<file path="config.mk">
export PLATFORM = sky130hd
export DESIGN_NAME = instr_fetch
export DESIGN_NICKNAME = d
export VERILOG_FILES = /design/src/rtl/instr_fetch_pkg.sv /design/src/rtl/fetch_fifo.sv /design/src/rtl/instr_fetch.sv
export SDC_FILE = /design/constraint.sdc
export NUM_CORES = 1
export LEC_CHECK = 0
export CAP_MARGIN = 20
export CELL_PAD_IN_SITES_DETAIL_PLACEMENT = 1
export CELL_PAD_IN_SITES_GLOBAL_PLACEMENT = 1
export CORE_MARGIN = 5
export CORE_UTILIZATION = 39
export CTS_CLUSTER_SIZE = 16
export DETAILED_ROUTE_END_ITERATION = 16
export PLACE_DENSITY_LB_ADDON = 0.1
export SLEW_MARGIN = 20
export SYNTH_ARGS = -nofsm -noshare
export SYNTH_HDL_FRONTEND = slang
export SYNTH_SLANG_ARGS = --single-unit
</file>
<file path="constraint.sdc">
create_clock -name clk -period 5.5 [get_ports clk]
set_clock_uncertainty 0.05 [all_clocks]
set_input_delay 1.1 -clock clk [delete_from_list [all_inputs] [get_ports clk]]
set_output_delay 1.1 -clock clk [all_outputs]
set_load 0.01 [all_outputs]
</file>
<file path="src/rtl/instr_fetch_pkg.sv">
// ============================================================================
//  Module  : instr_fetch_pkg
//  Brief   : Shared RISC-V ISA constants and helpers for the fetch slice.
//  Rev     : 1.0  initial release
// ============================================================================
`default_nettype none

package instr_fetch_pkg;

    localparam int          XLEN = 32;
    localparam int          ILEN = 32;
    localparam logic [31:0] NOP  = 32'h0000_0013;

    // Circular-buffer pointer advance for buffers whose depth need not be a power of two.
    function automatic int ptr_next(input int ptr, input int depth);
        return (ptr >= depth - 1) ? 0 : ptr + 1;
    endfunction

endpackage

`default_nettype wire

</file>
<file path="src/rtl/fetch_fifo.sv">
// ============================================================================
//  Module  : fetch_fifo
//  Brief   : Synchronous instruction buffer (word + PC) with flush.
//  Rev     : 1.0  initial release
// ============================================================================
`default_nettype none

module fetch_fifo
    import instr_fetch_pkg::*;
#(
    parameter int DEPTH = 2,
    parameter int DW    = ILEN,
    parameter int AW    = 32,
    parameter int CW    = $clog2(DEPTH + 1)
) (
    input  logic          clk,
    input  logic          rst,
    input  logic          flush,
    input  logic          push,
    input  logic [DW-1:0] push_data,
    input  logic [AW-1:0] push_pc,
    input  logic          pop,
    output logic          empty,
    output logic [CW-1:0] count,
    output logic [DW-1:0] rd_data,
    output logic [AW-1:0] rd_pc
);

    localparam int PW = (DEPTH > 1) ? $clog2(DEPTH) : 1;

    logic [DW-1:0] r_data [DEPTH];
    logic [AW-1:0] r_pc   [DEPTH];
    logic [PW-1:0] r_wp;
    logic [PW-1:0] r_rp;
    logic [CW-1:0] r_cnt;
    logic          w_pop;

    // The producer only pushes when a slot is guaranteed, so push needs no full check.
    assign w_pop = pop && (r_cnt != '0);

    always_ff @(posedge clk) begin
        if (push && !flush) begin
            r_data[r_wp] <= push_data;
            r_pc[r_wp]   <= push_pc;
        end
    end

    always_ff @(posedge clk or posedge rst) begin
        if (rst) begin
            r_wp  <= '0;
            r_rp  <= '0;
            r_cnt <= '0;
        end else if (flush) begin
            r_wp  <= '0;
            r_rp  <= '0;
            r_cnt <= '0;
        end else begin
            if (push)
                r_wp <= PW'(ptr_next(int'(r_wp), DEPTH));
            if (w_pop)
                r_rp <= PW'(ptr_next(int'(r_rp), DEPTH));
            case ({push, w_pop})
                2'b10:   r_cnt <= r_cnt + 1'b1;
                2'b01:   r_cnt <= r_cnt - 1'b1;
                default: r_cnt <= r_cnt;
            endcase
        end
    end

    assign empty   = (r_cnt == '0);
    assign count   = r_cnt;
    assign rd_data = empty ? '0 : r_data[r_rp];
    assign rd_pc   = empty ? '0 : r_pc[r_rp];

endmodule

`default_nettype wire

</file>
<file path="src/rtl/instr_fetch.sv">
// ============================================================================
//  Module  : instr_fetch
//  Brief   : Credit-based instruction fetch with redirect and stale-drop.
//            Optional misaligned-target trap: define IFETCH_MISALIGN_EXC_EN.
//  Rev     : 1.0  initial release
// ============================================================================
`default_nettype none

module instr_fetch #(
    parameter int              XLEN       = instr_fetch_pkg::XLEN,
    parameter int              FIFO_DEPTH = 2,
    parameter logic [XLEN-1:0] RESET_PC   = '0
) (
    input  logic                            clk,
    input  logic                            rst,
    output logic                            mem_req_valid,
    input  logic                            mem_req_ready,
    output logic [XLEN-1:0]                 mem_req_addr,
    input  logic                            mem_rsp_valid,
    input  logic [instr_fetch_pkg::ILEN-1:0] mem_rsp_data,
    input  logic                            redirect_valid,
    input  logic [XLEN-1:0]                 redirect_pc,
    output logic                            out_valid,
    input  logic                            out_ready,
    output logic [instr_fetch_pkg::ILEN-1:0] out_instr,
    output logic [XLEN-1:0]                 out_pc,
    output logic                            fetch_exception
);

    import instr_fetch_pkg::*;

    localparam int CW = $clog2(FIFO_DEPTH + 1);
    localparam int PW = (FIFO_DEPTH > 1) ? $clog2(FIFO_DEPTH) : 1;
    localparam int SW = CW + 2;

    logic [XLEN-1:0] r_fpc;
    logic [XLEN-1:0] w_redir_pc;
    logic [CW-1:0]   r_outst;
    logic [CW-1:0]   r_drop;
    logic [CW-1:0]   w_fifo_cnt;
    logic [XLEN-1:0] r_pcq [FIFO_DEPTH];
    logic [PW-1:0]   r_pcq_wp;
    logic [PW-1:0]   r_pcq_rp;
    logic [SW-1:0]   w_busy;
    logic            w_exc;
    logic            w_acc;
    logic            w_pop;
    logic            w_stale;
    logic            w_live;
    logic            w_req_ok;
    logic            w_fifo_empty;

    // Stale in-flight responses still hold a credit so the drop counter can never
    // outgrow its width; a same-cycle pop returns its credit for full throughput.
    assign w_busy        = SW'(r_outst) + SW'(r_drop) + SW'(w_fifo_cnt);
    assign w_pop         = out_valid && out_ready && !redirect_valid;
    assign w_req_ok      = w_busy < (SW'(FIFO_DEPTH) + SW'(w_pop));
    assign mem_req_valid = !rst && !w_exc && w_req_ok;
    assign mem_req_addr  = r_fpc;
    assign w_acc         = mem_req_valid && mem_req_ready;
    assign w_stale       = mem_rsp_valid && ((r_drop != '0) || redirect_valid);
    assign w_live        = mem_rsp_valid && !w_stale;
    assign out_valid     = !w_fifo_empty;

`ifdef IFETCH_MISALIGN_EXC_EN
    logic r_exc;

    assign w_redir_pc = redirect_pc;

    always_ff @(posedge clk or posedge rst) begin
        if (rst)
            r_exc <= 1'b0;
        else if (redirect_valid)
            r_exc <= |redirect_pc[1:0];
    end

    assign w_exc = r_exc;
`else
    assign w_redir_pc = redirect_pc & ~XLEN'(3);
    assign w_exc      = 1'b0;
`endif

    assign fetch_exception = w_exc;

    always_ff @(posedge clk or posedge rst) begin
        if (rst)
            r_fpc <= RESET_PC;
        else if (redirect_valid)
            r_fpc <= w_redir_pc;
        else if (w_acc)
            r_fpc <= r_fpc + XLEN'(4);
    end

    // On redirect every live request (plus one accepted now) becomes stale; a
    // response arriving in that same cycle is one of them and is retired at once.
    always_ff @(posedge clk or posedge rst) begin
        if (rst) begin
            r_outst <= '0;
            r_drop  <= '0;
        end else if (redirect_valid) begin
            r_outst <= '0;
            r_drop  <= r_drop + r_outst + CW'(w_acc) - CW'(mem_rsp_valid);
        end else begin
            r_outst <= r_outst + CW'(w_acc) - CW'(w_live);
            if (w_stale)
                r_drop <= r_drop - 1'b1;
        end
    end

    always_ff @(posedge clk) begin
        if (w_acc && !redirect_valid)
            r_pcq[r_pcq_wp] <= r_fpc;
    end

    always_ff @(posedge clk or posedge rst) begin
        if (rst) begin
            r_pcq_wp <= '0;
            r_pcq_rp <= '0;
        end else if (redirect_valid) begin
            r_pcq_wp <= '0;
            r_pcq_rp <= '0;
        end else begin
            if (w_acc)
                r_pcq_wp <= PW'(ptr_next(int'(r_pcq_wp), FIFO_DEPTH));
            if (w_live)
                r_pcq_rp <= PW'(ptr_next(int'(r_pcq_rp), FIFO_DEPTH));
        end
    end

    fetch_fifo #(
        .DEPTH (FIFO_DEPTH),
        .DW    (ILEN),
        .AW    (XLEN),
        .CW    (CW)
    ) u_fifo (
        .clk       (clk),
        .rst       (rst),
        .flush     (redirect_valid),
        .push      (w_live),
        .push_data (mem_rsp_data),
        .push_pc   (r_pcq[r_pcq_rp]),
        .pop       (w_pop),
        .empty     (w_fifo_empty),
        .count     (w_fifo_cnt),
        .rd_data   (out_instr),
        .rd_pc     (out_pc)
    );

endmodule

`default_nettype wire

</file>
; ---- Yosys cells after proc, flatten, opt, wreduce, memory -nomap -nowiden
; Memory sizes are Yosys's and may differ from the RTL's.
; Cells that the tools add are included.
; Widths: inputs -> output; s select.
[op_classes]
div_mod_pow = 0
n_mux = 25
n_reduce_logical = 22
n_lt_le_gt_ge = 5
n_addsub = 16
n_eq_ne = 2
bitwise_logic = 0
shift = 0
mul = 0
[ops]
columns = operator, count
row1 = $mux 32, 4
row2 = $add 32x3->32 const B, 1
row3 = $mux 1, 16
row4 = $reduce_bool 2->1, 6
row5 = $logic_and 1x1->1, 9
row6 = $mux 2, 4
row7 = $add 1x1->1 const B, 4
row8 = $add 2x1->2, 2
row9 = $add 3x2->4, 1
row10 = $ge 1x1->1 const B, 4
row11 = $logic_not 1->1, 4
row12 = $lt 4x3->1, 1
row13 = $pmux 2 s2, 1
row14 = $sub 2x1->2, 2
row15 = $sub 2x1->2 const B, 2
row16 = $add 2x1->3 const A, 1
row17 = $add 2x2->3, 1
row18 = $reduce_bool 3->1, 1
row19 = $add 2x1->2 const B, 1
row20 = $add 2x2->2, 1
row21 = $eq 2x1->1 const B, 1
row22 = $eq 2x2->1 const B, 1
row23 = $logic_not 2->1, 1
row24 = $logic_or 1x1->1, 1
[word_totals]
output_inout_bits = 99
latchBits = 0
n_memories = 3
mem_bits_ro = 0
ff_bits = 42
mem_bits_rw = 192
[memory_table]
columns = name, words, width, rd, rd_ports_with_merged_regs, wr, line
row1 = r_pcq, 2, 32, 1, 0, 1, instr_fetch.sv:41  ; logic [XLEN-1:0] r_pcq [FIFO_DEPTH];
row2 = u_fifo.r_data, 2, 32, 1, 0, 1, fetch_fifo.sv:31  ; logic [DW-1:0] r_data [DEPTH];
row3 = u_fifo.r_pc, 2, 32, 1, 0, 1, fetch_fifo.sv:32  ; logic [AW-1:0] r_pc [DEPTH];

; ---- Depth between registers and ports, before layout
[logic_depth]
word_depth = 11
mapped_depth = 13

; ---- Cells and area by module
; Synthesis repeated with hierarchy kept, for this count alone.
[hier_totals]
cells_unflattened = 685
area_unflattened_um2 = 9700.6
[by_module_without_submodules]
columns = mod, seq_area_each_um2, area_per_inst_um2, n_inst, cells_per_inst
row1 = fetch_fifo, 3943.8, 5061.1, 1, 295
row2 = instr_fetch, 2702.6, 4639.4, 1, 390

; ---- Least setup slack after synthesis
; Ideal clock, no wire load.
[synth_path]
path_kind = in2reg
start = input redirect_valid
end = memory u_fifo.r_data[0][0] in the netlist's numbering (enable)
arrival_ns = 5.979
cell_stages = 4
required_ns = 4.891
path_buffers = 3
slack_ns = -1.087
cell_sequence = clkbuf_1 > buf_1 > buf_1 > nor3_1
[synth_via]
elab_chain_len = 7
elab_cells_between_ends = 8
classes_between = mux: 2 / reduce/logical: 6
[synth_lines]
columns = element, line
row1 = "start, declared", instr_fetch.sv:21  ; input logic redirect_valid,
row2 = $logic_or 1x1->1, instr_fetch.sv:61  ; assign w_stale = mem_rsp_valid && ((r_drop != '0) || redirect_valid);
row3 = $logic_and 1x1->1, instr_fetch.sv:61
row4 = $logic_not 1->1, instr_fetch.sv:62  ; assign w_live = mem_rsp_valid && !w_stale;
row5 = $logic_and 1x1->1, instr_fetch.sv:62
row6 = $logic_and 1x1->1 *, fetch_fifo.sv:42  ; if (push && !flush) begin
row7 = $mux 1 *, fetch_fifo.sv:42
row8 = $mux 1 (not written as such) *, fetch_fifo.sv:43  ; r_data[r_wp] <= push_data;
row9 = "end, declared", fetch_fifo.sv:31
; Mark *: on every way between the ends. The rest lies on a longest branch, timed or not.

; ---- Worst setup path in the final report
[layout_path]
start = input out_ready
end = output mem_req_valid
[layout_via]
elab_chain_len = 5
[layout_lines]
columns = element, line
row1 = "start, declared", instr_fetch.sv:24  ; input logic out_ready,
row2 = $logic_and 1x1->1 (2 in series), instr_fetch.sv:56  ; assign w_pop = out_valid && out_ready && !redirect_valid;
row3 = $add 2x1->3, instr_fetch.sv:57  ; assign w_req_ok = w_busy < (SW'(FIFO_DEPTH) + SW'(w_pop));
row4 = $lt 4x3->1, instr_fetch.sv:57
row5 = $logic_and 1x1->1, instr_fetch.sv:58  ; assign mem_req_valid = !rst && !w_exc && w_req_ok;
row6 = "end, declared", instr_fetch.sv:16  ; output logic mem_req_valid,
; Every way passes these cells.

==> results_dict.tcl <==
set metrics [dict create \
    via_per_inst 5.09 \
    drive_above_1_share_pct 11.4 \
    worst-setup-path-type "input port to output pin" \
    vdd_drop_max_mv 0.309 \
    cts.sinks 224 \
    io_pins 169 \
    synth_xor_area_share_pct 1.48 \
    clk_latency_ns 0.51 \
    grt_first_pass_wirelength_mm 36.9 \
    wl_per_cell_um 20.0 \
    power.leakage_uw 0.00411 \
    post-route-util_pct 51.0 \
    fin_nets 905 \
    tightest_slew_ns 0.932 \
    crit_path_max_incr_delay_ns 0.59 \
    clkTransAtPathRegs_ns 0.06 \
    min_period_ns 4.21 \
    cap_violations 0 \
    synthFlopType "edfxtp_1" \
    grt_use_total_pct 16.5 \
    r2r_cells 8 \
    yosys.area_share.adder_pct 1.56 \
    grt_max_degree 63 \
    worstPathMaxFanout 7 \
    netlist_area_um2 9460 \
    synth_area_leaders "edfxtp_1 (58%), dfrtp_1 (11%), mux2i_1 (6.8%)" \
    wirelength_mm 23.3 \
    synth-compound-area-share_pct 5.41 \
    top_layer "met4" \
    htree_levels 1 \
    cp_data_required_time_ns 4.35 \
    seq_area_frac_synth_pct 69.0 \
    fin_tns_setup_ns 0 \
    gp_congestion 0.825 \
    yosys.area.top_type_share_pct 58.4 \
    hold_path_depth 2 \
    ys_warn_count 0 \
    synth_top_family_by_area "multiplexers" \
    clock.fmax_mhz 237 \
    endpoint_kind "output pin" \
    cts_tree "done" \
    cts_resized 0 \
    hold_viol 0 \
    cts_buffer_depth 3 \
    drt_pass1_iterations 4 \
    yosysTopAreaCell "edfxtp_1" \
    syn_inst 659 \
    fp.dieH_um 166 \
    num_vias 5938 \
    setup_viol 0 \
    timing.final.ws_setup_ns 1.29 \
    start_util_pct 39.2 \
    post-route-period-util_pct 76.6 \
    drtIter0Drc 326 \
    crit_chain "clkdlybuf4s50_1 > o21ai_2 > o31a_4 > nor4b_1 > clkdlybuf4s50_1" \
    fill_cells 2426 \
    port_buffers 161 \
    antenna_cells 0 \
    cp_common_cell "clkdlybuf4s50_1" \
    grt_pass1_vias 6497 \
    antenna_found_initial 0 \
    wl_met1_mm 10.1 \
    cts_made_buffers 24 \
    wl_met3_mm 1.14 \
    outcome "completed" \
    synthDistinctLibCells 58 \
    ys_ff_latch 224 \
    area_growth_syn_to_layout_pct 30.0 \
    wl_met2_mm 11.8 \
    fp-row-count 57 \
    rsz0062_at_grt "no" \
    synthMuxAreaShare_pct 10.3 \
    dieArea_um2 27500 \
    postCtsSetupBuffers 0 \
    cts_root_buf "clkbuf_16" \
    die_w_um 166 \
    slew_headroom_pct 37.8 \
    slew_violations 0 \
    synth_simple_gate_area_share_pct 9.74 \
    synth_area_per_cell_um2 14.3 \
    ys_top_cells_by_count "edfxtp_1 (184), nor2_1 (83), mux2i_1 (64), dfrtp_1 (40), nand2_1 (36)" \
    critPathLaunchType "input port" \
    async_reset_ff_share_pct 17.9 \
    cp_data_arrival_time_ns 3.06 \
    synth.most_common_cell "edfxtp_1" \
    ctsHoldBuffers 0 \
    core_area_um2 24100 \
    overflow 0 \
    drc 0 \
    min_path_type "register to register" \
    synth_edf_count 184 \
    slowest_stage "clkdlybuf4s50_1" \
    hpwl_mm 15.4 \
    antenna_left 0 \
    power.density_nw_per_um2 408 \
    dp_slack_ns 1.30 \
]
## worst paths after layout
| kind | start | endpoint | slack [ns] |
|---|---|---|---|
| setup / recovery | out_ready | mem_req_valid | 1.29 |
| hold / removal | r_pcq_rp | r_pcq_rp | 0.50 |
| setup reg to reg | u_fifo.count[1] | r_pcq[1][21] | 1.69 |
| hold reg to reg | r_pcq_rp | r_pcq_rp | 0.50 |
| max in group asynchronous | rst | u_fifo.r_rp | 3.50 |
| min in group asynchronous | rst | mem_req_addr[12] | 1.06 |
## metrics by stage
stage | hold WS [ns] | total power (uW) | instance area, um2 | instances
2_1_floorplan | 0.474 | 2830 | 9480 | 663
3_3_place_gp | 0.481 | 3280 | 11400 | 1123
3_5_place_dp | 0.486 | 3330 | 11400 | 1123
4_1_cts | 0.504 | 5090 | 12300 | 1167
5_1_grt | 0.531 | 5260 | 12300 | 1167
6_report | 0.497 | 5020 | 12300 | 1167
## cell families after synthesis
family / after synthesis
simple gates: 188
flops: 224
other cells: 1
compound gates: 76
fa+ha+maj: 10
xor+xnor: 16
buf+inv: 50
mux: 94
## where the power goes
group / switching, uW / internal, uW
logic: 592 / 492
registers: 158 / 2040
clock network: 655 / 1080
## worst max-delay path: cells and delay by family
family,cells,cell delay [ns]
compound gates,2,0.50
buf+inv,2,1.17
simple gates,1,0.27
## flip-flops by register name, summed over array words and instances, names as in the netlist
signal / cells
mem_req_addr: 30
r_drop: 2
r_outst: 2
r_pcq: 60
r_pcq_rp: 1
r_pcq_wp: 1
u_fifo.count: 2
u_fifo.r_data: 64
u_fifo.r_pc: 60
u_fifo.r_rp: 1
u_fifo.r_wp: 1
## placed cells by master, fill, tap and decap left out, drive strengths merged, types with 6 or more instances in the layout
cell / count
edfxtp: 184
clkdlybuf4s50: 160
nor2: 84
mux2i: 64
dfrtp: 40
nand2: 36
mux2: 30
o21ai: 28
clkbuf: 28
inv: 19
a21oi: 16
nand3: 14
nand4: 12
nor3: 12
xor2: 11
buf: 9
a31oi: 7
or3: 7
ha: 7
nor4: 7
clkinv: 7
a2bb2oi: 6
## layout make-up
class,instances,area [um2],share of cell area (%)
inverter,17,63.8,0.519
sequential,224,6530,53.1
tap,324,405,3.30
clock buffer,28,647,5.26
timing repair buffer,169,1680,13.7
clock inverter,16,220,1.79
multi-input combinational,389,2740,22.3
## layer usage
metal  track usage (%)  up-vias
met1              21.4     2974
met5                 0        -
li1                  -     2783
met3              3.29       21
met2              29.0      160
met4              3.84        0
No activity file was read; power rests on OpenSTA's default activity.
